File: config.mk
export PLATFORM = sky130hd
export DESIGN_NAME = mano_ac_exec
export DESIGN_NICKNAME = d
export VERILOG_FILES = /design/src/rtl/mano_ac_exec_pkg.sv /design/src/rtl/mano_ac_op_decode.sv /design/src/rtl/mano_ac_exec.sv
export SDC_FILE = /design/constraint.sdc
export NUM_CORES = 1
export LEC_CHECK = 0
export ABC_AREA = 0
export CELL_PAD_IN_SITES_DETAIL_PLACEMENT = 0
export CELL_PAD_IN_SITES_GLOBAL_PLACEMENT = 2
export CORE_MARGIN = 3
export CORE_UTILIZATION = 26
export DETAILED_ROUTE_END_ITERATION = 8
export PLACE_DENSITY = 0.82
export SKIP_LAST_GASP = 1
export SYNTH_ARGS = -nofsm -noshare
export SYNTH_HDL_FRONTEND = slang
export SYNTH_HIERARCHICAL = 1
export SYNTH_SLANG_ARGS = --single-unit
File: constraint.sdc
create_clock -name clk -period 3.55 [get_ports clk]
set_input_delay 0.71 -clock clk [delete_from_list [all_inputs] [get_ports clk]]
set_output_delay 0.71 -clock clk [all_outputs]
set_load 0.005 [all_outputs]
File: src/rtl/mano_ac_exec_pkg.sv
// Shared constants for the MANO AC execution sequencer.
// Holds the default data/func widths, the ALU func codes and the AC-side
// micro-operation codes presented by the control unit.
package mano_ac_exec_pkg;

  localparam int unsigned AC_DATAWIDTH = 16;
  localparam int unsigned AC_FUNCWIDTH = 4;

  // ALU func codes
  localparam logic [AC_FUNCWIDTH-1:0] NO_FUNC     = 4'd0;
  localparam logic [AC_FUNCWIDTH-1:0] AND_FUNC    = 4'd1;
  localparam logic [AC_FUNCWIDTH-1:0] ADD_FUNC    = 4'd2;
  localparam logic [AC_FUNCWIDTH-1:0] PASSDR_FUNC = 4'd3;
  localparam logic [AC_FUNCWIDTH-1:0] CMA_FUNC    = 4'd4;
  localparam logic [AC_FUNCWIDTH-1:0] CME_FUNC    = 4'd5;
  localparam logic [AC_FUNCWIDTH-1:0] CIR_FUNC    = 4'd6;
  localparam logic [AC_FUNCWIDTH-1:0] CIL_FUNC    = 4'd7;

  // AC-side operation codes; 15 is reserved and behaves as NOP
  localparam logic [3:0] AC_OP_NOP = 4'd0;
  localparam logic [3:0] AC_OP_AND = 4'd1;
  localparam logic [3:0] AC_OP_ADD = 4'd2;
  localparam logic [3:0] AC_OP_LDA = 4'd3;
  localparam logic [3:0] AC_OP_CLA = 4'd4;
  localparam logic [3:0] AC_OP_CLE = 4'd5;
  localparam logic [3:0] AC_OP_CMA = 4'd6;
  localparam logic [3:0] AC_OP_CME = 4'd7;
  localparam logic [3:0] AC_OP_CIR = 4'd8;
  localparam logic [3:0] AC_OP_CIL = 4'd9;
  localparam logic [3:0] AC_OP_INC = 4'd10;
  localparam logic [3:0] AC_OP_SPA = 4'd11;
  localparam logic [3:0] AC_OP_SNA = 4'd12;
  localparam logic [3:0] AC_OP_SZA = 4'd13;
  localparam logic [3:0] AC_OP_SZE = 4'd14;

endpackage

File: src/rtl/mano_ac_op_decode.sv
// Combinational decode of an AC-side op code into ALU func and writeback controls.
// Ports:
//   op_i          operation code
//   alu_func_o    func code driven to the ALU during EXEC
//   force_a_one_o replace the DR operand with 1 (INC)
//   wr_ac_o       AC <= ALU z
//   wr_e_o        E  <= ALU e_out
//   clr_ac_o      AC <= 0
//   clr_e_o       E  <= 0
//   is_skip_o     op is one of the skip tests
module mano_ac_op_decode
  import mano_ac_exec_pkg::*;
#(
  parameter int unsigned FuncWidth = AC_FUNCWIDTH
) (
  input  logic [3:0]           op_i,
  output logic [FuncWidth-1:0] alu_func_o,
  output logic                 force_a_one_o,
  output logic                 wr_ac_o,
  output logic                 wr_e_o,
  output logic                 clr_ac_o,
  output logic                 clr_e_o,
  output logic                 is_skip_o
);

  always_comb begin
    alu_func_o    = FuncWidth'(NO_FUNC);
    force_a_one_o = 1'b0;
    wr_ac_o       = 1'b0;
    wr_e_o        = 1'b0;
    clr_ac_o      = 1'b0;
    clr_e_o       = 1'b0;
    is_skip_o     = 1'b0;
    unique case (op_i)
      AC_OP_AND: begin alu_func_o = FuncWidth'(AND_FUNC);    wr_ac_o = 1'b1; end
      AC_OP_ADD: begin
        alu_func_o = FuncWidth'(ADD_FUNC);
        wr_ac_o    = 1'b1;
        wr_e_o     = 1'b1;
      end
      AC_OP_LDA: begin alu_func_o = FuncWidth'(PASSDR_FUNC); wr_ac_o = 1'b1; end
      AC_OP_CLA: clr_ac_o = 1'b1;
      AC_OP_CLE: clr_e_o  = 1'b1;
      AC_OP_CMA: begin alu_func_o = FuncWidth'(CMA_FUNC);    wr_ac_o = 1'b1; end
      AC_OP_CME: begin alu_func_o = FuncWidth'(CME_FUNC);    wr_e_o  = 1'b1; end
      AC_OP_CIR: begin
        alu_func_o = FuncWidth'(CIR_FUNC);
        wr_ac_o    = 1'b1;
        wr_e_o     = 1'b1;
      end
      AC_OP_CIL: begin
        alu_func_o = FuncWidth'(CIL_FUNC);
        wr_ac_o    = 1'b1;
        wr_e_o     = 1'b1;
      end
      // INC reuses the adder with a=1; carry is deliberately dropped
      AC_OP_INC: begin
        alu_func_o    = FuncWidth'(ADD_FUNC);
        force_a_one_o = 1'b1;
        wr_ac_o       = 1'b1;
      end
      AC_OP_SPA, AC_OP_SNA, AC_OP_SZA, AC_OP_SZE: is_skip_o = 1'b1;
      default: ;
    endcase
  end

endmodule

File: src/rtl/mano_ac_exec.sv
// Execution sequencer around the combinational MANO ALU. Owns AC and E, drives the
// ALU from registered operands, writes results back and evaluates skip tests.
// Sequence per request: IDLE (accept) -> EXEC (ALU busy, writeback) -> DONE (done=1).
// Ports:
//   clk, rst              clock, synchronous active-high reset
//   req_valid/req_ready   request handshake (ready only in IDLE)
//   req_op, req_dr        op code and DR operand, sampled on accept
//   alu_a/b/e_in/func     registered ALU inputs
//   alu_z, alu_e_out      ALU results
//   ac, e                 architectural accumulator and E flip-flop
//   done, skip            completion pulse and skip result (valid with done)
//   ovf, ovf_clr          sticky signed-overflow flag and its clear, present only
//                         when MANO_AC_OVF_FLAG_EN is defined
module mano_ac_exec
  import mano_ac_exec_pkg::*;
#(
  parameter int unsigned DATAWIDTH = AC_DATAWIDTH,
  parameter int unsigned FUNCWIDTH = AC_FUNCWIDTH
) (
  input  logic                 clk,
  input  logic                 rst,
  input  logic                 req_valid,
  output logic                 req_ready,
  input  logic [3:0]           req_op,
  input  logic [DATAWIDTH-1:0] req_dr,
  output logic [DATAWIDTH-1:0] alu_a,
  output logic [DATAWIDTH-1:0] alu_b,
  output logic                 alu_e_in,
  output logic [FUNCWIDTH-1:0] alu_func,
  input  logic [DATAWIDTH-1:0] alu_z,
  input  logic                 alu_e_out,
  output logic [DATAWIDTH-1:0] ac,
  output logic                 e,
  output logic                 done,
`ifdef MANO_AC_OVF_FLAG_EN
  input  logic                 ovf_clr,
  output logic                 ovf,
`endif
  output logic                 skip
);

  localparam int unsigned Msb = DATAWIDTH - 1;

  typedef enum logic [1:0] {StIdle, StExec, StDone} state_e;

  state_e                 state_q, state_d;
  logic [3:0]             op_q, op_d;
  logic [DATAWIDTH-1:0]   alu_a_q, alu_a_d, alu_b_q, alu_b_d;
  logic                   alu_e_in_q, alu_e_in_d;
  logic [FUNCWIDTH-1:0]   alu_func_q, alu_func_d;
  logic [DATAWIDTH-1:0]   ac_q, ac_d;
  logic                   e_q, e_d;
  logic                   skip_q, skip_d;

  logic [3:0]             dec_op;
  logic [FUNCWIDTH-1:0]   dec_func;
  logic                   dec_force_a_one, dec_wr_ac, dec_wr_e, dec_clr_ac, dec_clr_e;
  logic                   dec_is_skip;

  // In IDLE decode the incoming op (to load func/operands); afterwards the latched one
  assign dec_op = (state_q == StIdle) ? req_op : op_q;

  mano_ac_op_decode #(
    .FuncWidth (FUNCWIDTH)
  ) u_decode (
    .op_i          (dec_op),
    .alu_func_o    (dec_func),
    .force_a_one_o (dec_force_a_one),
    .wr_ac_o       (dec_wr_ac),
    .wr_e_o        (dec_wr_e),
    .clr_ac_o      (dec_clr_ac),
    .clr_e_o       (dec_clr_e),
    .is_skip_o     (dec_is_skip)
  );

`ifdef MANO_AC_OVF_FLAG_EN
  logic ovf_q, ovf_d;
  logic ovf_set;

  // Signed overflow: operands agree in sign, result sign differs
  assign ovf_set = (state_q == StExec) && (op_q == AC_OP_ADD) &&
                   (alu_a_q[Msb] == alu_b_q[Msb]) && (alu_z[Msb] != alu_a_q[Msb]);

  always_comb begin
    ovf_d = ovf_q;
    if (ovf_clr) ovf_d = 1'b0;
    if (ovf_set) ovf_d = 1'b1;  // set beats a simultaneous clear
  end

  always_ff @(posedge clk) begin
    if (rst) ovf_q <= 1'b0;
    else     ovf_q <= ovf_d;
  end

  assign ovf = ovf_q;
`endif

  always_comb begin
    state_d    = state_q;
    op_d       = op_q;
    alu_a_d    = alu_a_q;
    alu_b_d    = alu_b_q;
    alu_e_in_d = alu_e_in_q;
    alu_func_d = FUNCWIDTH'(NO_FUNC);
    ac_d       = ac_q;
    e_d        = e_q;
    skip_d     = 1'b0;
    unique case (state_q)
      StIdle: begin
        if (req_valid) begin
          state_d    = StExec;
          op_d       = req_op;
          alu_a_d    = dec_force_a_one ? DATAWIDTH'(1) : req_dr;
          alu_b_d    = ac_q;
          alu_e_in_d = e_q;
          alu_func_d = dec_func;
        end
      end
      StExec: begin
        state_d = StDone;
        if (dec_clr_ac) ac_d = '0;
        if (dec_wr_ac)  ac_d = alu_z;
        if (dec_clr_e)  e_d  = 1'b0;
        if (dec_wr_e)   e_d  = alu_e_out;
        if (dec_is_skip) begin
          case (op_q)
            AC_OP_SPA: skip_d = ~ac_q[Msb];
            AC_OP_SNA: skip_d = ac_q[Msb];
            AC_OP_SZA: skip_d = (ac_q == '0);
            AC_OP_SZE: skip_d = ~e_q;
            default:   skip_d = 1'b0;
          endcase
        end
      end
      StDone:  state_d = StIdle;
      default: state_d = StIdle;
    endcase
  end

  always_ff @(posedge clk) begin
    if (rst) begin
      state_q    <= StIdle;
      op_q       <= AC_OP_NOP;
      alu_a_q    <= '0;
      alu_b_q    <= '0;
      alu_e_in_q <= 1'b0;
      alu_func_q <= FUNCWIDTH'(NO_FUNC);
      ac_q       <= '0;
      e_q        <= 1'b0;
      skip_q     <= 1'b0;
    end else begin
      state_q    <= state_d;
      op_q       <= op_d;
      alu_a_q    <= alu_a_d;
      alu_b_q    <= alu_b_d;
      alu_e_in_q <= alu_e_in_d;
      alu_func_q <= alu_func_d;
      ac_q       <= ac_d;
      e_q        <= e_d;
      skip_q     <= skip_d;
    end
  end

  assign req_ready = (state_q == StIdle);
  assign done      = (state_q == StDone);
  assign skip      = skip_q;
  assign alu_a     = alu_a_q;
  assign alu_b     = alu_b_q;
  assign alu_e_in  = alu_e_in_q;
  assign alu_func  = alu_func_q;
  assign ac        = ac_q;
  assign e         = e_q;

endmodule

Yosys cells after proc, flatten, opt, wreduce, memory -nomap -nowiden

Cells that the tools add are included.

Flip-flop bits (word level): 61
Bits in latches: 0
RAM bits: 0
Memory bits (read-only): 0
Bits of input ports: 40
Output and inout bits: 57
Word-level logic and storage cells: 65
Memories kept: 0

Add/subtract/negate cells: 0
$mul: 0
Divide/modulo/power cells: 0
$lt $le $gt $ge: 0
Equality and inequality tests: 21
Shifts and indexed selects: 0
Mux-type cells: 16
Bitwise operators: 6
Reductions and logical operators: 13

Operator list:

| operator                                                         | number |
|---|---|
| 16-bit two-way mux                                               | 3 |
| 4-bit == test (second input constant)                            | 11 |
| 3-bit case mux with 7 select lines                               | 1 |
| 4-bit by 3-bit == test with 1-bit output (second input constant) | 4 |
| 16-bit zero test                                                 | 1 |
| 4-bit by 2-bit == test with 1-bit output (second input constant) | 2 |
| 1-bit two-way mux                                                | 8 |
| 4-bit OR reduction                                               | 2 |
| 7-bit OR reduction                                               | 1 |
| 1-bit inverter                                                   | 6 |
| 2-bit AND reduction                                              | 3 |
| 3-bit OR reduction                                               | 2 |
| 4-bit by 1-bit == test with 1-bit output (second input constant) | 1 |
| 4-bit two-way mux                                                | 1 |
| 1-bit case mux with 4 select lines                               | 1 |
| 2-bit case mux with 2 select lines                               | 1 |
| 2-bit nonzero test                                               | 2 |
| 2-bit by 1-bit == test with 1-bit output (second input constant) | 1 |
| 2-bit == test (second input constant)                            | 1 |
| 2-bit zero test                                                  | 1 |
| 2-bit two-way mux                                                | 1 |
| 2-bit != test (second input constant)                            | 1 |
| 2-bit OR reduction                                               | 1 |

Longest topological paths before layout

Word-level depth: 7
Gate-level depth with buffers: 10
Mapped depth without buffers: 7

By module

The synthesis kept the hierarchy.

By module, submodules not included:

| module            | times used | cells each | area each (µm²) | sequential area each (µm²) |
|---|---|---|---|---|
| mano_ac_exec      | 1          | 227        | 2147.1          | 1221.2 |
| mano_ac_op_decode | 1          | 25         | 203.9           | 0.0 |

Worst setup path after synthesis

OpenSTA, ideal clock, no wires.

Path kind: in2reg
From: input req_op[1]
To: register ac_q[10], in the netlist ac[10]
Setup time: 128 ps
Arrival time: 2047 ps
Data required time: 3422 ps
Path slack: 1376 ps
Cell stages on the path: 9
Path buffers: 3
Cells stage by stage: mux2_2 > buf_6 > nor3_1 > a221oi_2 > and2_1 > buf_2 > buf_4 > a22oi_1 > nor2_1

Cells in the longest elaborated chain, start to end: 6
Elaborated cells on any way between the ends: 15
Classes of those cells: 8 x eq/ne; 4 x mux; 3 x reduce/logical

Ends and longest elaborated chain:

| item                                                             | line                    | RTL |
|---|---|---|
| start: declaration                                               | mano_ac_exec.sv:24      | `input logic [3:0] req_op,` |
| 4-bit two-way mux *                                              | mano_ac_exec.sv:61      | `assign dec_op = (state_q == StIdle) ? req_op : op_q;` |
| 4-bit by 1-bit == test with 1-bit output (tied with other cells) | mano_ac_op_decode.sv:34 | `unique case (op_i)` |
| 7-bit OR reduction (no line) *                                   | --                      |  |
| 1-bit two-way mux *                                              | mano_ac_op_decode.sv:34 |  |
| via dec_wr_ac                                                    | mano_ac_exec.sv:57      | `logic dec_force_a_one, dec_wr_ac, dec_wr_e, dec_clr_ac, dec_clr_e;` |
| 2-bit nonzero test (no line)                                     | --                      |  |
| 2-bit AND reduction (no line)                                    | --                      |  |
| end signal: assignment                                           | mano_ac_exec.sv:148     | `ac_q <= '0;` |
| end signal: assignment                                           | mano_ac_exec.sv:158     | `ac_q <= ac_d;` |
| end: declaration                                                 | mano_ac_exec.sv:51      | `logic [DATAWIDTH-1:0] ac_q, ac_d;` |

Mark *: on every way through the listed nets, which the timed path passes. The rest lies on a longest branch.
A chain may end at the register's enable or synchronous reset.

Worst setup path after layout

From: input req_op[1]
To: register ac_q[4], in the netlist ac[4]

Cells in the longest elaborated chain, start to end: 6
Elaborated cells on any way between the ends: 15
Classes of those cells: 8 x eq/ne; 4 x mux; 3 x reduce/logical

Ends and longest elaborated chain:

| item                                                             | line                    | RTL |
|---|---|---|
| 4-bit two-way mux *                                              | mano_ac_exec.sv:61      |  |
| via dec_op[1]                                                    | mano_ac_exec.sv:55      | `logic [3:0] dec_op;` |
| 4-bit by 1-bit == test with 1-bit output (tied with other cells) | mano_ac_op_decode.sv:34 |  |
| 7-bit OR reduction (no line) *                                   | --                      |  |
| 1-bit two-way mux *                                              | mano_ac_op_decode.sv:34 |  |
| via dec_wr_ac                                                    | mano_ac_exec.sv:57      |  |
| 2-bit nonzero test (no line)                                     | --                      |  |
| 2-bit AND reduction (no line)                                    | --                      |  |

Marks and branches as above.

==> results.py <==
metrics = {
    "status": {
        "outcome": "finished clean",
    },
    "timing": {
        "finClkSkew_ns": 0.00676,
        "setup_violations": 0,
        "fmax_mhz": 367,
        "slew_violations": 0,
        "period_needed_ns": 2.72,
        "fin_crit_sh_pct": 76.7,
        "rsz0062_at_grt": "no",
        "max_slew_margin_pct": 26.8,
        "hold_viol": 0,
        "hold_ws_ns": 0.453,
        "tightestPinTransition_ns": 1.09,
        "worst_slack_ns": 0.827,
        "fin_tns_setup_ns": 0,
    },
    "routing": {
        "viasPerCell": 4.69,
        "vias": 2132,
        "ant_nets": 0,
        "first_pass_iters": 4,
        "wl_per_cell_um": 15.1,
        "first_iter_violations": 80,
        "drc": 0,
        "drt-total-wl_um": 6890,
    },
    "synth": {
        "yosysTopAreaCell": "dfxtp_1",
        "synthTopCellsByArea": "dfxtp_1 (52%), nand2_1 (6.9%), a22o_1 (5.6%)",
        "yosysUniqueCellTypes": 44,
        "synth_fp_nets": 292,
        "seq_area_frac_synth_pct": 51.9,
        "synth_ff_type": "dfxtp_1",
        "ys_ff_latch": 61,
        "syn_inst": 252,
        "avgSynthCellArea_um2": 9.33,
        "async_reset_ff_share_pct": 0,
        "synth_edf_count": 0,
        "syn_area_um2": 2350,
        "synth_top_area_share_pct": 51.9,
        "synth_warnings": 6,
    },
    "placed_design": {
        "dp_hpwl_um": 4860,
        "numPortBuffers": 96,
        "place_area_um2": 3350,
        "pre_cts_slack_ns": 0.471,
        "place.gp.congestion": 0.774,
    },
    "clock_network": {
        "clock_latency_ns": 0.34,
        "clk_pin_slew_ns": 0.07,
        "clockBufferDepth": 2,
        "cts.sinks": 61,
        "ctsHoldBuffers": 0,
        "htreeDepth": 3,
        "root_buffer": "clkbuf_8",
        "cts_resized": 0,
        "cts_setup_buffers": 0,
        "cts_tree": "yes",
        "cts_buffers": 9,
    },
    "floorplanning": {
        "die_h_um": 101,
        "row_count": 34,
        "die_x_um": 101,
        "num_io_pins": 97,
        "fp.dieArea_um2": 10200,
        "coreArea_um2": 8760,
        "start_util_pct": 26.8,
    },
    "global_routing": {
        "grt_max_degree": 25,
        "overflow": 0,
        "grt_pass1_vias": 2038,
        "antenna_found_initial": 0,
        "gr-usage-all-layers_pct": 13.6,
        "grt_pass1_wl_um": 10700,
    },
    "layout": {
        "drive_above_1_share_pct": 8.93,
        "n_antenna_cell": 0,
        "design_area_um2": 3530,
        "areaGrowthSynthToFinish_pct": 50.1,
        "finalNetCount": 382,
        "multi_input_area_um2": 1020,
        "seqCellArea_um2": 1220,
        "fillers": 883,
    },
    "critical_path": {
        "crit_type": "input port to flip-flop",
        "worst-endpoint-arrival_ns": 2.99,
        "cp_max_fo": 16,
        "cp-end-kind": "flip-flop",
        "startpoint_type": "input port",
        "required_ns": 3.82,
    },
    "power": {
        "p_per_area_nw_per_um2": 434,
        "p_total_mw": 1.53,
        "p_leak_nw": 1.26,
        "ir_worst_vdd_mv": 0.168,
    },
    "worst_hold_path": {
        "hp-class": "flip-flop to flip-flop",
    },
    "flow_run": {
        "cap_violations": 0,
    },
}
[Yosys cell counts (all sizes together), types with 3 or more instances]
library cell / n
dfxtp: 61
nand2: 44
a21oi: 24
nor2: 21
a22oi: 16
buf: 16
a22o: 15
and2: 7
clkbuf: 4
mux2: 4
nand2b: 4
nor3: 4
nor2b: 3
nor4: 3
o21ai: 3
[worst max-delay path: stages]
cell,delay [ns]
clkdlybuf4s50_1,0.42
mux2_2,0.39
nor3_1,0.26
a221oi_2,0.06
o21ai_1,0.86
a22oi_1,0.15
nor2_1,0.14
[registers in the layout, summed over array words and instances (netlist names)]
signal    count
alu_e_in      1
alu_a        16
ac           16
alu_b        16
state_q       2
op_q          4
alu_func      4
skip          1
e             1
[placed cells by master (no fill, tap or decap), types with 2 or more instances in the layout]
cell type / n
a22o_1: 15
buf_4: 3
dfxtp_1: 61
nor2b_1: 3
clkbuf_8: 11
nand2_1: 43
nand2b_1: 4
nor3_1: 3
nor2_1: 19
nor3b_1: 2
mux2_2: 4
clkdlybuf4s50_1: 95
nand4_1: 2
and2_1: 7
a22oi_1: 16
nor4_1: 3
o21ai_0: 2
clkinv_2: 3
a21oi_1: 24
[stage by stage]
stage	cells	utilization, %
floorplan	252	-
global placement	439	38.2
detailed placement	439	38.2
CTS	455	40.3
global route	455	40.3
finish	455	40.3
[where the power goes]
group | internal (mW) | total (mW) | switching [mW]
registers | 0.714 | 0.737 | 0.0229
logic | 0.130 | 0.232 | 0.102
clock network | 0.288 | 0.565 | 0.277
total | 1.13 | 1.53 | 0.401
[layout make-up]
cell class                      instances  share of cell area (%)
Tap cell                              108                    3.83
Multi-Input combinational cell        171                    28.8
Sequential cell                        61                    34.6
Clock inverter                          4                   0.638
Clock buffer                           12                    4.40
Timing Repair Buffer                   99                    27.7
[worst paths after layout]
kind | cells past startpoint | end | start | slack [ns]
max | 7 | ac[4] | req_op[1] | 0.83
min | 2 | alu_b[5] | alu_b[5] | 0.45
max reg2reg | 7 | ac[4] | state_q[1] | 0.94
min reg2reg | 2 | alu_b[5] | alu_b[5] | 0.45
[layer usage]
| metal | track usage, % | routed length, um |
|---|---|---|
| met2 | 20.6 | 3090 |
| met1 | 17.5 | 3190 |
| met4 | 3.68 | 46 |
| met5 | 0 | 0 |
| met3 | 5.95 | 571 |
[cells by family after synthesis]
group / after synthesis / synth area share (%)
AND/OR/NAND/NOR: 97 / 20.6
flip-flops: 61 / 51.9
multiplexers: 5 / 2.34
AO/OA/AOI/OAI: 66 / 19.4
buffers and inverters: 20 / 4.79
XOR/XNOR: 2 / 0.745
other: 1 / 0.160
No activity file was read; power rests on OpenSTA's default activity.
